<file path="config.mk">
export PLATFORM = sky130hd
export DESIGN_NAME = inst_fetch_queue
export DESIGN_NICKNAME = d
export VERILOG_FILES = /design/src/rtl/inst_fetch_queue.sv
export SDC_FILE = /design/constraint.sdc
export NUM_CORES = 1
export LEC_CHECK = 0
export BUFFER_PORTS_ARGS = -buffer_cell sky130_fd_sc_hd__buf_2
export CORE_MARGIN = 2
export CORE_UTILIZATION = 58
export DETAILED_ROUTE_END_ITERATION = 7
export HOLD_SLACK_MARGIN = 0.1
export PLACE_DENSITY = 0.91
export RECOVER_POWER = 25
export SKIP_CTS_REPAIR_TIMING = 1
export SYNTH_ARGS = -nofsm -noshare
export SYNTH_HDL_FRONTEND = slang
export SYNTH_SLANG_ARGS = --single-unit
</file>
<file path="constraint.sdc">
create_clock -name clk_i -period 12.2 [get_ports clk_i]
set_clock_uncertainty 0.1 [all_clocks]
set_input_delay 1.83 -clock clk_i [delete_from_list [all_inputs] [get_ports clk_i]]
set_output_delay 1.83 -clock clk_i [all_outputs]
set_load 0.005 [all_outputs]
</file>
<file path="src/rtl/inst_fetch_queue.sv">
// inst_fetch_queue
//
// Fetch-side buffer placed after the PC register. Each PC presented to the
// synchronous instruction ROM is held for one cycle. It is then paired with the
// returned instruction word and pushed into a small in-order show-ahead queue
// that feeds decode.
//
// The PC register cannot stall. If a fetched pair finds the queue full, the
// pair is dropped and a one-cycle replay request reloads the PC register with
// the dropped address. Sequential fetches that were already in flight are then
// discarded until the replayed address comes back. A branch redirect
// (flush_i) empties the queue and kills the request that is in flight.
//
// Ports
//   clk_i          clock, all state updates on posedge
//   rst_i          synchronous active-high reset
//   pc_i           PC currently presented to the ROM
//   ce_i           1 = pc_i is a real request
//   inst_i         ROM data for the request presented last cycle
//   flush_i        branch/jump redirect
//   ready_i        decode accepts the head entry
//   valid_o        head entry valid
//   inst_o         head instruction (0 when empty)
//   inst_addr_o    head PC (0 when empty)
//   replay_o       one-cycle request to reload the PC register
//   replay_addr_o  PC to reload
module inst_fetch_queue #(
    parameter int unsigned DEPTH  = 4,
    parameter int unsigned ADDR_W = 32,
    parameter int unsigned DATA_W = 32
) (
    input  logic              clk_i,
    input  logic              rst_i,
    input  logic [ADDR_W-1:0] pc_i,
    input  logic              ce_i,
    input  logic [DATA_W-1:0] inst_i,
    input  logic              flush_i,
    input  logic              ready_i,
    output logic              valid_o,
    output logic [DATA_W-1:0] inst_o,
    output logic [ADDR_W-1:0] inst_addr_o,
    output logic              replay_o,
    output logic [ADDR_W-1:0] replay_addr_o
);

    localparam int unsigned PtrW = $clog2(DEPTH);
    localparam int unsigned CntW = PtrW + 1;
    localparam logic [CntW-1:0] FullCnt = CntW'(DEPTH);

    localparam logic [0:0] StRun  = 1'b0;
    localparam logic [0:0] StWait = 1'b1;

    // In-flight request register.
    logic [ADDR_W-1:0] req_pc_q, req_pc_d;
    logic              req_v_q, req_v_d;

    // Queue state.
    logic [PtrW-1:0]   rd_ptr_q, rd_ptr_d;
    logic [PtrW-1:0]   wr_ptr_q, wr_ptr_d;
    logic [CntW-1:0]   count_q, count_d;
    logic [DATA_W-1:0] inst_mem_q [DEPTH];
    logic [DATA_W-1:0] inst_mem_d [DEPTH];
    logic [ADDR_W-1:0] addr_mem_q [DEPTH];
    logic [ADDR_W-1:0] addr_mem_d [DEPTH];

    // Control state.
    logic [0:0]        state_q, state_d;
    logic              replay_q, replay_d;
    logic [ADDR_W-1:0] replay_addr_q, replay_addr_d;

    logic has_space;
    logic deq;
    logic take;
    logic enq;
    logic drop;

    // Space is judged on the count before this cycle's dequeue. No full-bypass.
    assign has_space = (count_q != FullCnt);
    assign deq       = valid_o & ready_i;

    // While waiting for a replay, only the replayed address is considered.
    // Everything else is a stale sequential fetch from before the reload.
    assign take = req_v_q & ((state_q == StRun) | (req_pc_q == replay_addr_q));
    assign enq  = take & has_space;
    assign drop = take & ~has_space;

    always_comb begin
        req_pc_d      = pc_i;
        req_v_d       = ce_i & ~flush_i;
        rd_ptr_d      = rd_ptr_q;
        wr_ptr_d      = wr_ptr_q;
        count_d       = count_q;
        inst_mem_d    = inst_mem_q;
        addr_mem_d    = addr_mem_q;
        state_d       = state_q;
        replay_d      = 1'b0;
        replay_addr_d = replay_addr_q;

        if (flush_i) begin
            // The candidate and the dequeue in this cycle are both ignored.
            rd_ptr_d = '0;
            wr_ptr_d = '0;
            count_d  = '0;
            state_d  = StRun;
        end else begin
            if (enq) begin
                inst_mem_d[wr_ptr_q] = inst_i;
                addr_mem_d[wr_ptr_q] = req_pc_q;
                wr_ptr_d             = wr_ptr_q + PtrW'(1);
                state_d              = StRun;
            end
            if (drop) begin
                replay_d      = 1'b1;
                replay_addr_d = req_pc_q;
                state_d       = StWait;
            end
            if (deq) begin
                rd_ptr_d = rd_ptr_q + PtrW'(1);
            end
            count_d = count_q + CntW'(enq) - CntW'(deq);
        end
    end

    always_ff @(posedge clk_i) begin
        if (rst_i) begin
            req_pc_q      <= '0;
            req_v_q       <= 1'b0;
            rd_ptr_q      <= '0;
            wr_ptr_q      <= '0;
            count_q       <= '0;
            state_q       <= StRun;
            replay_q      <= 1'b0;
            replay_addr_q <= '0;
        end else begin
            req_pc_q      <= req_pc_d;
            req_v_q       <= req_v_d;
            rd_ptr_q      <= rd_ptr_d;
            wr_ptr_q      <= wr_ptr_d;
            count_q       <= count_d;
            state_q       <= state_d;
            replay_q      <= replay_d;
            replay_addr_q <= replay_addr_d;
        end
    end

    // Storage needs no reset. The outputs are masked whenever the queue is
    // empty, so old contents are never visible.
    always_ff @(posedge clk_i) begin
        inst_mem_q <= inst_mem_d;
        addr_mem_q <= addr_mem_d;
    end

    always_comb begin
        valid_o     = (count_q != '0);
        inst_o      = '0;
        inst_addr_o = '0;
        if (valid_o) begin
            inst_o      = inst_mem_q[rd_ptr_q];
            inst_addr_o = addr_mem_q[rd_ptr_q];
        end
    end

    assign replay_o      = replay_q;
    assign replay_addr_o = replay_addr_q;

endmodule

</file>
### Word level (Yosys, flattened, before mapping)

Cells that the tools add are included.

* magnitude comparators: 3
* mux-type cells: 15
* bitwise logic cells: 11
* equality and inequality tests: 2
* reductions and logical operators: 6
* add/subtract/negate cells: 4

Operators with widths (count)
* bitwise mux 128 bit: 2
* two-way mux 32 bit: 7
* binary-select mux 32 bit (select 2 bit): 2
* demux 32 bit (select 2 bit): 1
* == test 32 bit: 1
* greater-or-equal comparator 3 bit (second input constant): 2
* NOT 2 -> 3 bit: 2
* bitwise AND 1 bit: 5
* adder 2 x 1 -> 2 bit (second input constant): 2
* AND reduction 2 bit: 2
* adder 3 x 1 -> 3 bit: 1
* < comparator 3 x 1 -> 1 bit (second input constant): 1
* two-way mux 1 bit: 3
* != test 3 bit (second input constant): 1
* NOT 1 bit: 3
* nonzero test 3 bit: 1
* subtractor 3 x 1 -> 3 bit: 1
* nonzero test 2 bit: 1
* OR reduction 2 bit: 1
* logical AND 1 bit: 1
* bitwise OR 1 bit: 1

* word-level logic and storage cells: 57
* bits in registers: 330

### Logic depth before layout (Yosys ltp)

Gate-level depths: netlist of run 1.

* depth in word-level cells: 6
* depth in mapped cells: 13
* mapped depth without buffers: 13

### Worst setup path before layout of run 1

OpenSTA, ideal clock, no wires.

* path type: input to register
* from: in flush_i
* to: reg addr_mem_q[0] (netlist bit) (enable)
* required time: 11.522 ns
* cell stages on the path: 1
* data arrival time: 6.484 ns
* setup time: 0.578 ns
* buffers on the path: 0
* path slack: 5.038 ns
* cell sequence: nor3b_1

* cells in the longest elaborated chain, start to end: 2

Ends and longest elaborated chain
* start: declaration: RTL line 37 `input logic flush_i,`
* NOT 1 bit (no line)
* AND reduction 2 bit (no line)
* end signal: assignment: RTL line 150 `addr_mem_q <= addr_mem_d;`
* end: declaration: RTL line 63 `logic [ADDR_W-1:0] addr_mem_q [DEPTH];`

Every way passes these cells.
A chain may end at the register's enable or synchronous reset.

### Worst setup path in the final report of run 1

* from: reg rd_ptr_q[0]
* to: out inst_addr_o[1]

* cells in the longest elaborated chain, start to end: 5

Ends and longest elaborated chain
* start: declaration: RTL line 58 `logic [PtrW-1:0] rd_ptr_q, rd_ptr_d;`
* start signal: assignment: RTL line 137 `rd_ptr_q <= rd_ptr_d;`
* NOT 2 -> 3 bit (not written as such): RTL line 159 `inst_addr_o = addr_mem_q[rd_ptr_q];`
* binary-select mux 32 bit (select 2 bit): RTL line 159
* two-way mux 32 bit (not written as such) (2 in series): RTL line 159
* two-way mux 32 bit: RTL line 157 `if (valid_o) begin`
* end: declaration: RTL line 41 `output logic [ADDR_W-1:0] inst_addr_o,`

Every way passes these cells. The select of a mux whose other input is x is not followed.

==> results of run 1 <==
## worst max-delay path: cells and delay by family (launching register included)
family                 cells  cell delay, ns
buffers and inverters      2            0.83
flip-flops                 1            0.76
AND/OR/NAND/NOR            1            0.19
multiplexers               1            0.61
## synth_stat cells (7+ instances only)
master / n / share of area, %
sky130_fd_sc_hd__mux2i_1: 34 / 2.7
sky130_fd_sc_hd__xnor2_1: 10 / 0.68
sky130_fd_sc_hd__nand2_1: 7 / 0.21
sky130_fd_sc_hd__edfxtp_1: 256 / 60
sky130_fd_sc_hd__nand2b_1: 64 / 3.1
sky130_fd_sc_hd__clkbuf_1: 22 / 0.64
sky130_fd_sc_hd__dfxtp_1: 74 / 12
sky130_fd_sc_hd__mux4_2: 64 / 11
sky130_fd_sc_hd__xor2_1: 26 / 1.8
sky130_fd_sc_hd__nor2b_1: 33 / 1.6
sky130_fd_sc_hd__and2_1: 67 / 3.3
## metal layers
layer | wire length (um) | track usage [%] | vias up
met2 | 12400 | 36.1 | 261
met4 | 659 | 7.01 | 0
li1 | - | - | 3008
met3 | 1850 | 5.29 | 47
met1 | 10300 | 28.6 | 3319
met5 | 0 | 0 | -
## cells in the final DEF, fill, tap and decap left out, types with 2 or more instances in the layout
cell / count
sky130_fd_sc_hd__inv_1: 4
sky130_fd_sc_hd__nor4_1: 6
sky130_fd_sc_hd__mux4_2: 64
sky130_fd_sc_hd__clkbuf_8: 2
sky130_fd_sc_hd__clkinv_1: 6
sky130_fd_sc_hd__clkinv_2: 4
sky130_fd_sc_hd__edfxtp_1: 256
sky130_fd_sc_hd__mux2i_1: 34
sky130_fd_sc_hd__ha_1: 6
sky130_fd_sc_hd__dfxtp_1: 72
sky130_fd_sc_hd__nand2b_1: 64
sky130_fd_sc_hd__buf_4: 10
sky130_fd_sc_hd__clkbuf_16: 37
sky130_fd_sc_hd__nand2_1: 7
sky130_fd_sc_hd__buf_2: 153
sky130_fd_sc_hd__xor2_1: 26
sky130_fd_sc_hd__dfxtp_4: 2
sky130_fd_sc_hd__nand4_1: 3
sky130_fd_sc_hd__nor3b_2: 4
sky130_fd_sc_hd__xnor2_1: 10
sky130_fd_sc_hd__and2_1: 67
sky130_fd_sc_hd__nor2_1: 6
sky130_fd_sc_hd__clkbuf_1: 22
sky130_fd_sc_hd__nor2b_1: 33
sky130_fd_sc_hd__bufinv_16: 3
## area by class of cell
type / instances / area share, %
clock buffer: 48 / 6.57
clock inverter: 15 / 0.992
inverter: 4 / 0.100
multi-input combinational: 339 / 23.0
sequential: 330 / 61.1
tap: 280 / 2.33
timing repair buffer: 176 / 5.92
## flip-flops by register name (all words and copies together) (netlist names)
register       count
rd_ptr_q           2
count_q            3
inst_mem_q       128
addr_mem_q       128
req_v_q            1
replay_o           1
wr_ptr_q           2
state_q            1
req_pc_q          32
replay_addr_o     32
## power by group through the flow
stage | clock, W | combinational [W] | sequential (W)
6_report | 0.00103 | 0.0000888 | 0.00124
5_1_grt | 0.00110 | 0.0000982 | 0.00124
4_1_cts | 0.00105 | 0.0000910 | 0.00123
3_5_place_dp | 0 | 0.0000903 | 0.00126
3_3_place_gp | 0 | 0.0000873 | 0.00126
2_1_floorplan | 0 | 0.0000504 | 0.00125
## logic make-up after synthesis
logic type,after synthesis,share of synthesized area [%]
multiplexers,98,13.9
buffers and inverters,39,1.63
adder cells (fa/ha/maj),7,0.743
AND/OR/NAND/NOR,195,9.34
flip-flops,330,71.6
XOR/XNOR,36,2.46
AO/OA/AOI/OAI,3,0.293
## how the worst min path moves through the flow
stage | cells past startpoint | slack [ns] | end | from
after global routing | 2 | 0.42 | replay_addr_o[28] | replay_addr_o[28]
after detailed placement | 2 | 0.39 | replay_o | req_v_q
final | 2 | 0.40 | replay_o | req_v_q
after floorplan | 2 | 0.34 | replay_o | req_v_q
after CTS | 2 | 0.40 | replay_o | req_v_q
after global placement | 2 | 0.37 | replay_o | req_v_q
## stage by stage
stage,utilization [%],instances
2_1_floorplan,-,708
4_1_cts,69.1,1192
3_3_place_gp,63.9,1129
6_report,69.0,1192
3_5_place_dp,63.9,1129
5_1_grt,69.0,1192
==> run summary, run 1 <==
The flow ran to the end, and the final reports show no timing, DRC or antenna violations. Summing internal, switching and leakage power gives ~0.0024 W. The sequential fraction of the synthesis area is about 72%. The critical path required time is 10.27 ns. Net switching is between 10% and 20% of the power. For this run, the total global-route usage over all layers was measured as between 20% and 30%. The final net count came out at 962. The detail route stage leaves a number of antenna-violating nets equal to 0. In this run the worst setup path terminates at inst_addr_o[1]. The post-layout worst setup margin came out at between 7 and 8 ns. The smallest clock period supported by the final layout is computed as 4.83 ns. The total core area came out at ~0.022 sq mm. TritonCTS built the clock tree. The number of global-route vias before repair is 6983.

The static leakage came out at 5.40 nW. The data arrival time of the critical path came out at 2.90 ns. Cells with a size suffix above 1 make up 31.3% of the layout.

The final count of negative-setup-slack endpoints came out at 0. The number of unique standard cell types used by synthesis came out at 29. The via count came out at ~6600. The worst setup path is of the register to output port kind. The largest individual stage delay along the critical path comes from the cell sky130_fd_sc_hd__dfxtp_4.

The number of endpoints with negative hold slack in the final report is 0. The initial antenna violation count came out at 0. The finished layout cell area is 0.0150 sq mm. The proportion of power drawn by combinational gates is about 3.8%. The overall overflow remaining after global route came out at 0.

Yosys printed 0 warnings. The number of clock buffers added by TritonCTS is 35. In this run the power spent charging and discharging nets is 0.000458 W. STA classifies the critical path startpoint as a register.

The kind of end point of the critical path is an output port. Timing would allow up to between 0.2 and 0.25 GHz. The repair_antennas step left the layout with diodes totalling 0. The worst reg-to-reg path cell count is 13. The average detailed-routed wire length per instance came out at around 21 um. The area taken by flip-flops and latches came out at between 0.009 and 0.01 sq mm. The clock latency of the later-clocked register in the worst-skew pair came out at approximately 0.5 ns. The worst hold path belongs to the class register to register. The signal on the critical path passes through buf_4 > mux4_2 > and2_1 > buf_2. The pre-CTS setup slack is around 8 ns. The share of flip-flops with an asynchronous set or reset after synthesis came out at 0%.

Across the VDD grid, the largest voltage drop is roughly 0.12 mV. The largest single stage delay on the critical path is between 0.7 and 0.8 ns. The die width is between 150 and 200 um. In this run the tool buffered the top-level ports with between 150 and 200 buffer cells. For this run, the leading register cell type out of synthesis is sky130_fd_sc_hd__edfxtp_1. Once the floorplan was initialized, standard cells occupied about 60% of the core.

In this run the critical register-to-register path is captured at count_q[2]. The first global-routing pass estimated just under 40000 um of wire. The full die area came out at between 0.02 and 0.025 sq mm. Synthesis handed over a netlist of 708 instances. In this run the worst path has a maximum fanout of 36.

The largest net degree at the start of global routing is about 100. The number of register bits inferred by synthesis is 330. Setup repair after global routing left no endpoint under its margin. The detailed placer's ending HPWL came out at around 15000 um. Summing all multi-input logic gate instances after layout gives between 0.003 and 0.004 sq mm. A synthesized cell averages about 18 sq um. The number of enable-type register cells in the synthesized netlist is 256. The placement-stage cell area is 0.0139 sq mm. The via count normalized by instance count is 5.57. The worst setup path startpoint is rd_ptr_q[0]. The synthesized netlist occupies a cell area of 0.0128 sq mm. The clock slew seen by the registers of the worst setup and hold paths is ~0.060 ns. The setup TNS after final layout came out at 0 ns. The starting DRC count in detailed routing came out at 493. The final weighted congestion of routability-driven global placement is 0.755.

Before antenna repair, the detailed router went through 5 iterations. After detailed routing, the total wire length is ~25000 um. The maximum level of the CTS H-tree came out at 2. The count of standard-cell rows came out at between 50 and 60. The number of fill cells came out at about 1400. The internal power consumption came out at roughly 0.0019 W. In this run the critical register-to-register path is launched from req_pc_q[29]. Relative to the synthesized area, the layout overhead comes to 17.3%. The fraction of the cycle the final worst path needs came out at just under 40%. Power spread over the standard cell area amounts to between 150 and 200 mW/mm^2. The clock network burns approximately 44% of the power.

The max-capacitance violation count is 0. On the final layout, the worst hold slack is between 0.4 and 0.5 ns. At the pin with the least slew margin, the transition time is around 1.1 ns. The register share of total power came out at between 50 and 60%.

The number of buffers on the longest clock path is 3. The relative max-transition margin is 23.8%. The total number of clock tree sinks came out at 330. The worst register-to-register path has a setup slack of between 8 and 9 ns. The synthesized net count came out at 784.

The overall die height is 153 um. CTS placed an instance of sky130_fd_sc_hd__clkbuf_16 at the clock tree root. The DRC violation count after routing is 0. approximately 170 I/O pins were placed. The final number of max-transition violations came to 0.
Note: power is estimated with default switching activity, not from simulation.
==> run 2, diff against run 1 <==
ABC_AREA = 1   (was default)
CORE_UTILIZATION = 52   (was 58)
PLACE_DENSITY = 0.87   (was 0.91)
clock period = 4.2 ns   (was 12.2 ns; I/O delays follow)
==> run summary, run 2 <==
The area growth from synthesis to layout is 16.9%. The beginning of the worst hold path is pc_i[12]. The actual slew at the worst max-slew pin came out at ~1.1 ns. sky130_fd_sc_hd__edfxtp_1 takes more of the synthesized area than any other cell. The count of nets left with antenna violations after detail routing is 0. The portion of synthesized cell area occupied by the leading cell type is between 50% and 60%. The routed design has 30900 um of wire. The cell count after synthesis is ~1300. Excluding fillers, the count of instances in the completed layout stands at between 1500 and 2000. The full die area came out at between 0.02 and 0.03 sq mm. Sequential cells were found to cover 68.9% of the synthesized design area.

STA classifies the critical path endpoint as an output port. The critical path is of the register to output port type. Data on the critical path is required at its endpoint by roughly 3.5 ns. The number of global-route vias before repair came out at just over 9000. The DRC violation count after routing came out at 0. For this run, the leading register cell type out of synthesis is sky130_fd_sc_hd__edfxtp_1. In the synthesized netlist, the cells that appear most often are sky130_fd_sc_hd__nor2_1 (346), sky130_fd_sc_hd__edfxtp_1 (256), sky130_fd_sc_hd__inv_1 (144). The final critical path takes up about nine tenths of the cycle. The count of pins on the block boundary is between 150 and 200.

The H-tree generated during clock tree synthesis spans 2 levels. In this run the standard cell core region covers approximately 0.025 sq mm. The overall overflow remaining after global route came out at 0. When the netlist entered floorplanning its net count stood at 1362. Traced cell by cell, the critical path runs through clkinv_2 > buf_12 > o21ai_0 > a21oi_1 > buf_2. The cell count after placement came out at between 1500 and 2000. The length of the first detailed-routing pass in iterations came out at 5.

The worst reg-to-reg path cell count is 10. The global-route wire length before repair came out at 47400 um. Summed over all cells, the static leakage comes to between 6 and 7 nW.

The number of enable-type register cells in the synthesized netlist came out at 256. The wire-length estimate of the detail-placed layout is between 15000 and 20000 um. Data on the critical path arrives at its endpoint at ~3 ns.

The library cell used most frequently in the layout, excluding fill and tap cells, is sky130_fd_sc_hd__nor2_1. The highest clock frequency the design can meet is 0.268 GHz. The Yosys step of the flow raised 0 warnings. The path with the worst hold slack has its endpoint at req_pc_q[12]. The initial utilization of the core area, before any placement, comes to about 53%. The number of endpoints with negative hold slack in the final report came out at 0. After layout, the design draws a total of 0.00686 W.

The flow ran to the end, and the final reports show no timing, DRC or antenna violations. The power density over cell area is ~440 mW/mm^2. The via count normalized by instance count is about 5.2. The final net count came out at approximately 1500. After floorplanning, the core was divided into 58 placement rows. The later pin in the worst-skew pair is clocked with a latency of 0.52 ns. The TritonCTS clock tree is built. The time the final worst path needs with I/O delays and setup came out at roughly 3.7 ns. The final weighted congestion of routability-driven global placement is 0.810.

The cell count of the worst hold path is 3. The final count of negative-setup-slack endpoints is 0. The via count is between 9000 and 10000. The number of buffers on the longest clock path came out at 3. The path class of the tightest hold or removal check is primary input to register. The average cell area after synthesis is just over 10 sq um. The initial antenna violation count is 1. The max-capacitance violation count is 0.

The starting DRC count in detailed routing came out at about 1100. The number of register bits inferred by synthesis is 330. The critical register-to-register path endpoint is addr_mem_q[55]. Leaving out fill and tap cells, the most frequent cells in the layout are sky130_fd_sc_hd__nor2_1 (341), sky130_fd_sc_hd__edfxtp_1 (256), sky130_fd_sc_hd__inv_1 (143). Setup repair after global routing left no endpoint under its margin.

The clock root buffer is sky130_fd_sc_hd__clkbuf_16. Input and output buffers added on the ports amount to roughly 170. In this run, distinct cell masters in the synthesized netlist total 21. Clock tree synthesis found a total of 330 sinks. The critical path's largest stage delay came out at roughly 0.74 ns. The summed instance area of the synthesized netlist came out at 0.0133 sq mm. After clock tree synthesis, the clock-pin slew on the worst setup and hold paths is 0.06 ns.

The final number of max-transition violations is 0. The worst supply voltage drop on vdd is approximately 0.35 mV. The die is roughly 160 um wide. Sorting the synthesized cells by area gives the leading types as sky130_fd_sc_hd__edfxtp_1 (58%), sky130_fd_sc_hd__dfxtp_1 (11%), sky130_fd_sc_hd__nor2_1 (9.8%).

STA classifies the critical path startpoint as a register. The internal reg-to-reg setup slack came out at 0.83 ns. The largest fanout on the critical path is 80. Buffers inserted during clock tree synthesis total 34. Entering global routing, the biggest net connects about 80 pins. The largest registers in the layout are addr_mem_q (128), inst_mem_q (128).

In the final layout, the share of cells above drive strength 1 is between 10% and 20%. The relative max-transition margin is 23.8%. The most common cell in the netlist is sky130_fd_sc_hd__nor2_1. Counting flops with an async set or reset pin after synthesis yields a share of 0%. For this run, the total global-route usage over all layers was measured as between 20% and 30%. The average detailed-routed wire length per instance came out at about 17 um. The cell with the largest stage delay on the worst path is sky130_fd_sc_hd__dfxtp_4. The startpoint of the lowest-slack register-to-register path is req_pc_q[7]. Measured along the y axis, the die boundary spans ~160 um.
[run 2: final cells by class]
class	count	area, sq um
Tap cell	330	413
Multi-Input combinational cell	736	3330
Sequential cell	330	9170
Inverter	151	568
Timing Repair Buffer	183	943
Fill cell	1961	9620
Clock buffer	48	987
Antenna cell	1	2.50
Clock inverter	13	141
[run 2: worst max-delay path: cells and delay by family (launching register included)]
| kind | cells | cell delay, ns |
|---|---|---|
| buffers and inverters | 3 | 1.31 |
| AO/OA/AOI/OAI | 2 | 0.39 |
| flip-flops | 1 | 0.74 |
[run 2: where the power goes]
group / internal [W] / switching, W / total (W)
sequential: 0.00355 / 0.0000381 / 0.00359
clock: 0.00178 / 0.00121 / 0.00299
combinational: 0.0000982 / 0.000185 / 0.000283
total: 0.00543 / 0.00143 / 0.00686
[run 2: how the worst max path moves through the flow]
stage | from | end | depth (start not counted)
6_report | rd_ptr_q[0] | inst_addr_o[22] | 5
5_1_grt | rd_ptr_q[0] | inst_addr_o[22] | 5
4_1_cts | rd_ptr_q[0] | inst_addr_o[18] | 5
3_5_place_dp | req_pc_q[7] | addr_mem_q[45] | 10
3_3_place_gp | req_pc_q[2] | inst_mem_q[19] | 10
2_1_floorplan | req_pc_q[4] | addr_mem_q[0] | 9
[run 2: logic make-up after synthesis]
logic type      share of synthesized area, %
buf+inv                                 6.34
flops                                   68.9
simple gates                            15.2
fa+ha+maj                              0.714
xor+xnor                                1.45
compound gates                          7.37
[run 2: per-layer routing]
| layer | vias to the layer above | GRT usage, % | wire [um] |
|---|---|---|---|
| li1 | 4521 | - | - |
| met1 | 4409 | 28.5 | 11900 |
| met2 | 421 | 40.3 | 15700 |
| met3 | 55 | 4.27 | 2520 |
| met4 | 0 | 7.50 | 750 |
| met5 | - | 0 | 0 |
[run 2: stage by stage]
| step | setup slack (ns) | TNS (ns) | hold slack, ns | instance area, sq um | util [%] |
|---|---|---|---|---|---|
| after global placement | 0.955 | 0 | 0.399 | 14500 | 57.5 |
| after global routing | 0.269 | 0 | 0.203 | 15600 | 61.8 |
| after floorplan | -0.202 | -51.79 | 0.382 | 13300 | - |
| after detailed placement | 0.848 | 0 | 0.420 | 14500 | 57.5 |
| after CTS | 0.450 | 0 | 0.200 | 15600 | 62.0 |
| final | 0.467 | 0 | 0.211 | 15600 | 61.8 |
==> run 3, diff against run 2 <==
--- a/config.mk
+++ b/config.mk
@@ -7,10 +7,10 @@
 export LEC_CHECK = 0
 export ABC_AREA = 1
-export BUFFER_PORTS_ARGS = -buffer_cell sky130_fd_sc_hd__buf_2
 export CORE_MARGIN = 2
-export CORE_UTILIZATION = 52
+export CORE_UTILIZATION = 57
 export DETAILED_ROUTE_END_ITERATION = 7
+export DONT_BUFFER_PORTS = 1
 export HOLD_SLACK_MARGIN = 0.1
-export PLACE_DENSITY = 0.87
+export PLACE_DENSITY = 0.75
 export RECOVER_POWER = 25
 export SKIP_CTS_REPAIR_TIMING = 1
--- a/constraint.sdc
+++ b/constraint.sdc
@@ -3,3 +3,3 @@
 set_input_delay 0.63 -clock clk_i [delete_from_list [all_inputs] [get_ports clk_i]]
 set_output_delay 0.63 -clock clk_i [all_outputs]
-set_load 0.005 [all_outputs]
+set_load 0.02 [all_outputs]
==> run summary, run 3 (synthesis gave the netlist of run 2 again) <==
Leaving out fill and tap cells, the most frequent cell in the layout is sky130_fd_sc_hd__nor2_1. After detailed routing, the average wire length per cell comes to approximately 18 um. The final number of max-transition violations came out at 28. The DRC violation count after routing is 0. The clock root buffer is sky130_fd_sc_hd__clkbuf_16. The total core area came out at 0.0228 sq mm. Summed over all nets, the half-perimeter wirelength after detailed placement is ~17000 um. For this block, the initial DRC count from the detailed router was between 700 and 800.

The critical path required time is ~3.5 ns. Routability-driven placement finished with a final weighted congestion of 0.796. The TritonCTS clock tree is built. Setup violations remaining at the end of the flow were counted as 0. In this run the count of I/O pins placed on the die edge is 167. On the critical path, the stage with the largest delay is an instance of sky130_fd_sc_hd__a21oi_1. The full die area is approximately 0.025 sq mm.

The length of the first detailed-routing pass in iterations came out at 5. Setup repair after global routing left no endpoint under its margin. The total power draw is roughly 0.0069 W. The global-route wire length before repair came out at 45100 um. The final wirelength came out at approximately 30000 um. The run finished, with violations left.

The type of origin of the critical path is a register. After detailed routing, the number of vias per cell comes to 5.36. The total number of clock tree sinks came out at 330. The class of the most critical hold timing path is primary input to register. The overall die height is 157 um.

The worst supply voltage drop on vdd came out at between 0.4 and 0.5 mV. The initial antenna violation count is 1. The largest registers in the layout are addr_mem_q (128), inst_mem_q (128). Leaving out fill and tap cells, the most frequent cells in the layout are sky130_fd_sc_hd__nor2_1 (341), sky130_fd_sc_hd__edfxtp_1 (256), sky130_fd_sc_hd__inv_1 (143).

The number of buffers on the longest clock path came out at 3. The count of standard-cell rows came out at 55. The data arrival time of the critical path came out at between 2 and 3 ns. The time the final worst path needs with I/O delays and setup is between 3 and 4 ns. The fraction of the cycle the final worst path needs is between 80% and 90%. Max-cap violations in this run came to 1. The total CTS buffers came out at 35. The highest clock frequency the design can meet is 0.294 GHz.

The largest net degree at the start of global routing came out at 65. The via count came out at 8752. The number of buffer and inverter instances along the worst setup path is 2. The final net count is about 1400.

The overall overflow remaining after global route came out at 0. The cell family contributing the most delay on the critical path is buffers and inverters. The fraction of final layout cells sized beyond drive strength 1 came out at approximately 6.5%. The critical path's largest stage delay is around 0.55 ns. The number of global-route vias before repair came out at around 8500. The largest fanout on the critical path came out at 51. The worst setup path is captured at an output port. The total routing resource utilization after global routing came out at about a quarter.

After clock tree synthesis, the clock-pin slew on the worst setup and hold paths is ~0.060 ns. The count of input and output buffers came out at 0. The category of the critical setup timing path is register to output port. Walking the worst path, the cells encountered are clkinv_2 > buf_4 > o21ai_0 > a21oi_1.

Adding up every negative setup slack in the final design gives 0 ns. The die width is ~160 um. Clock latency on the worst-skew pair, taken at its later pin, is about 0.51 ns. The filler cells instantiated in the layout total about 1700. The maximum level of the CTS H-tree came out at 2. Once placement completed, the tool counted placed cells totaling 1548. The initial standard-cell utilization of the core is between 50% and 60%. For this design the static power due to leakage is 5.59 nW. At the end of the flow the core is filled with cells to between 60% and 70%. Relative to the synthesized area, the layout overhead comes to 12.5%. The relative max-transition margin came out at -9.63%. The power density over cell area is around 460 mW/mm^2. The actual slew at the worst max-slew pin is approximately 1.6 ns. The count of nets left with antenna violations after detail routing came out at 0. The worst slack on hold paths is ~0.12 ns. The number of endpoints with negative hold slack in the final report is 0.

The post-layout instance count excluding filler cells is around 1600. The final reports fail on capacitance limit, slew limit.
==> run 3: cell count changes in the layout (fill, tap and decap cells not counted), moves of 2 or more <==
cell / delta
sky130_fd_sc_hd__clkinv_8: -2
sky130_fd_sc_hd__clkbuf_8: +2
sky130_fd_sc_hd__buf_2: -134
sky130_fd_sc_hd__dlygate4sd3_1: +21
sky130_fd_sc_hd__buf_4: +2
sky130_fd_sc_hd__clkinv_4: +2
sky130_fd_sc_hd__clkbuf_1: -27
==> run 3: metal layers <==
| metal | track usage [%] | wire length (um) | share of wire [%] | up-vias |
|---|---|---|---|---|
| li1 | - | - | - | 4239 |
| met5 | 0 | 0 | 0 | - |
| met4 | 6.55 | 643 | 2.1 | 0 |
| met2 | 40.9 | 14600 | 48 | 290 |
| met1 | 30.3 | 12500 | 41 | 4182 |
| met3 | 6.20 | 2420 | 8.1 | 41 |
==> run 3: path summary, 6_finish.rpt <==
path | startpoint | endpoint | slack (ns) | cells past startpoint
min | rst_i | req_pc_q[0] | 0.12 | 1
min reg2reg | req_pc_q[19] | addr_mem_q[83] | 0.43 | 0
max | rd_ptr_q[0] | inst_addr_o[24] | 0.80 | 4
max reg2reg | replay_addr_o[1] | count_q[2] | 1.13 | 16
==> run 3: worst register-to-register path: stages, from the launching register on <==
cell                      delay, ns
sky130_fd_sc_hd__dfxtp_1       0.51
sky130_fd_sc_hd__nand2_1       0.09
sky130_fd_sc_hd__nand2_1       0.07
sky130_fd_sc_hd__nand2_1       0.09
sky130_fd_sc_hd__nor2_1        0.12
sky130_fd_sc_hd__nand2_1       0.09
sky130_fd_sc_hd__nor2_1        0.13
sky130_fd_sc_hd__nand2_1       0.10
sky130_fd_sc_hd__nand2_4       0.15
sky130_fd_sc_hd__nand3_1       0.16
sky130_fd_sc_hd__ha_1          0.32
sky130_fd_sc_hd__inv_1         0.05
sky130_fd_sc_hd__ha_1          0.13
sky130_fd_sc_hd__inv_1         0.05
sky130_fd_sc_hd__fa_1          0.40
sky130_fd_sc_hd__or2_2         0.30
sky130_fd_sc_hd__a21oi_1       0.13
==> run 3: through the flow <==
step,cell area (sq um),setup slack [ns]
floorplan,13300,-0.301
global placement,13600,1.17
detailed placement,13600,1.12
CTS,14800,0.798
global route,15000,0.599
finish,15000,0.798
==> run 3: report_power, final <==
| part | internal [W] | total [W] | switching, W |
|---|---|---|---|
| Clock | 0.00181 | 0.00299 | 0.00117 |
| Combinational | 0.0000716 | 0.000279 | 0.000207 |
| Sequential | 0.00355 | 0.00359 | 0.0000398 |
==> run 3: layout make-up <==
class	count	area, sq um	area share [%]
Multi-Input combinational cell	736	3340	22.3
Clock buffer	54	1030	6.88
Clock inverter	9	101	0.677
Tap cell	313	392	2.62
Antenna cell	1	2.50	0.0167
Inverter	151	568	3.80
Timing Repair Buffer	40	362	2.42
Sequential cell	330	9170	61.3
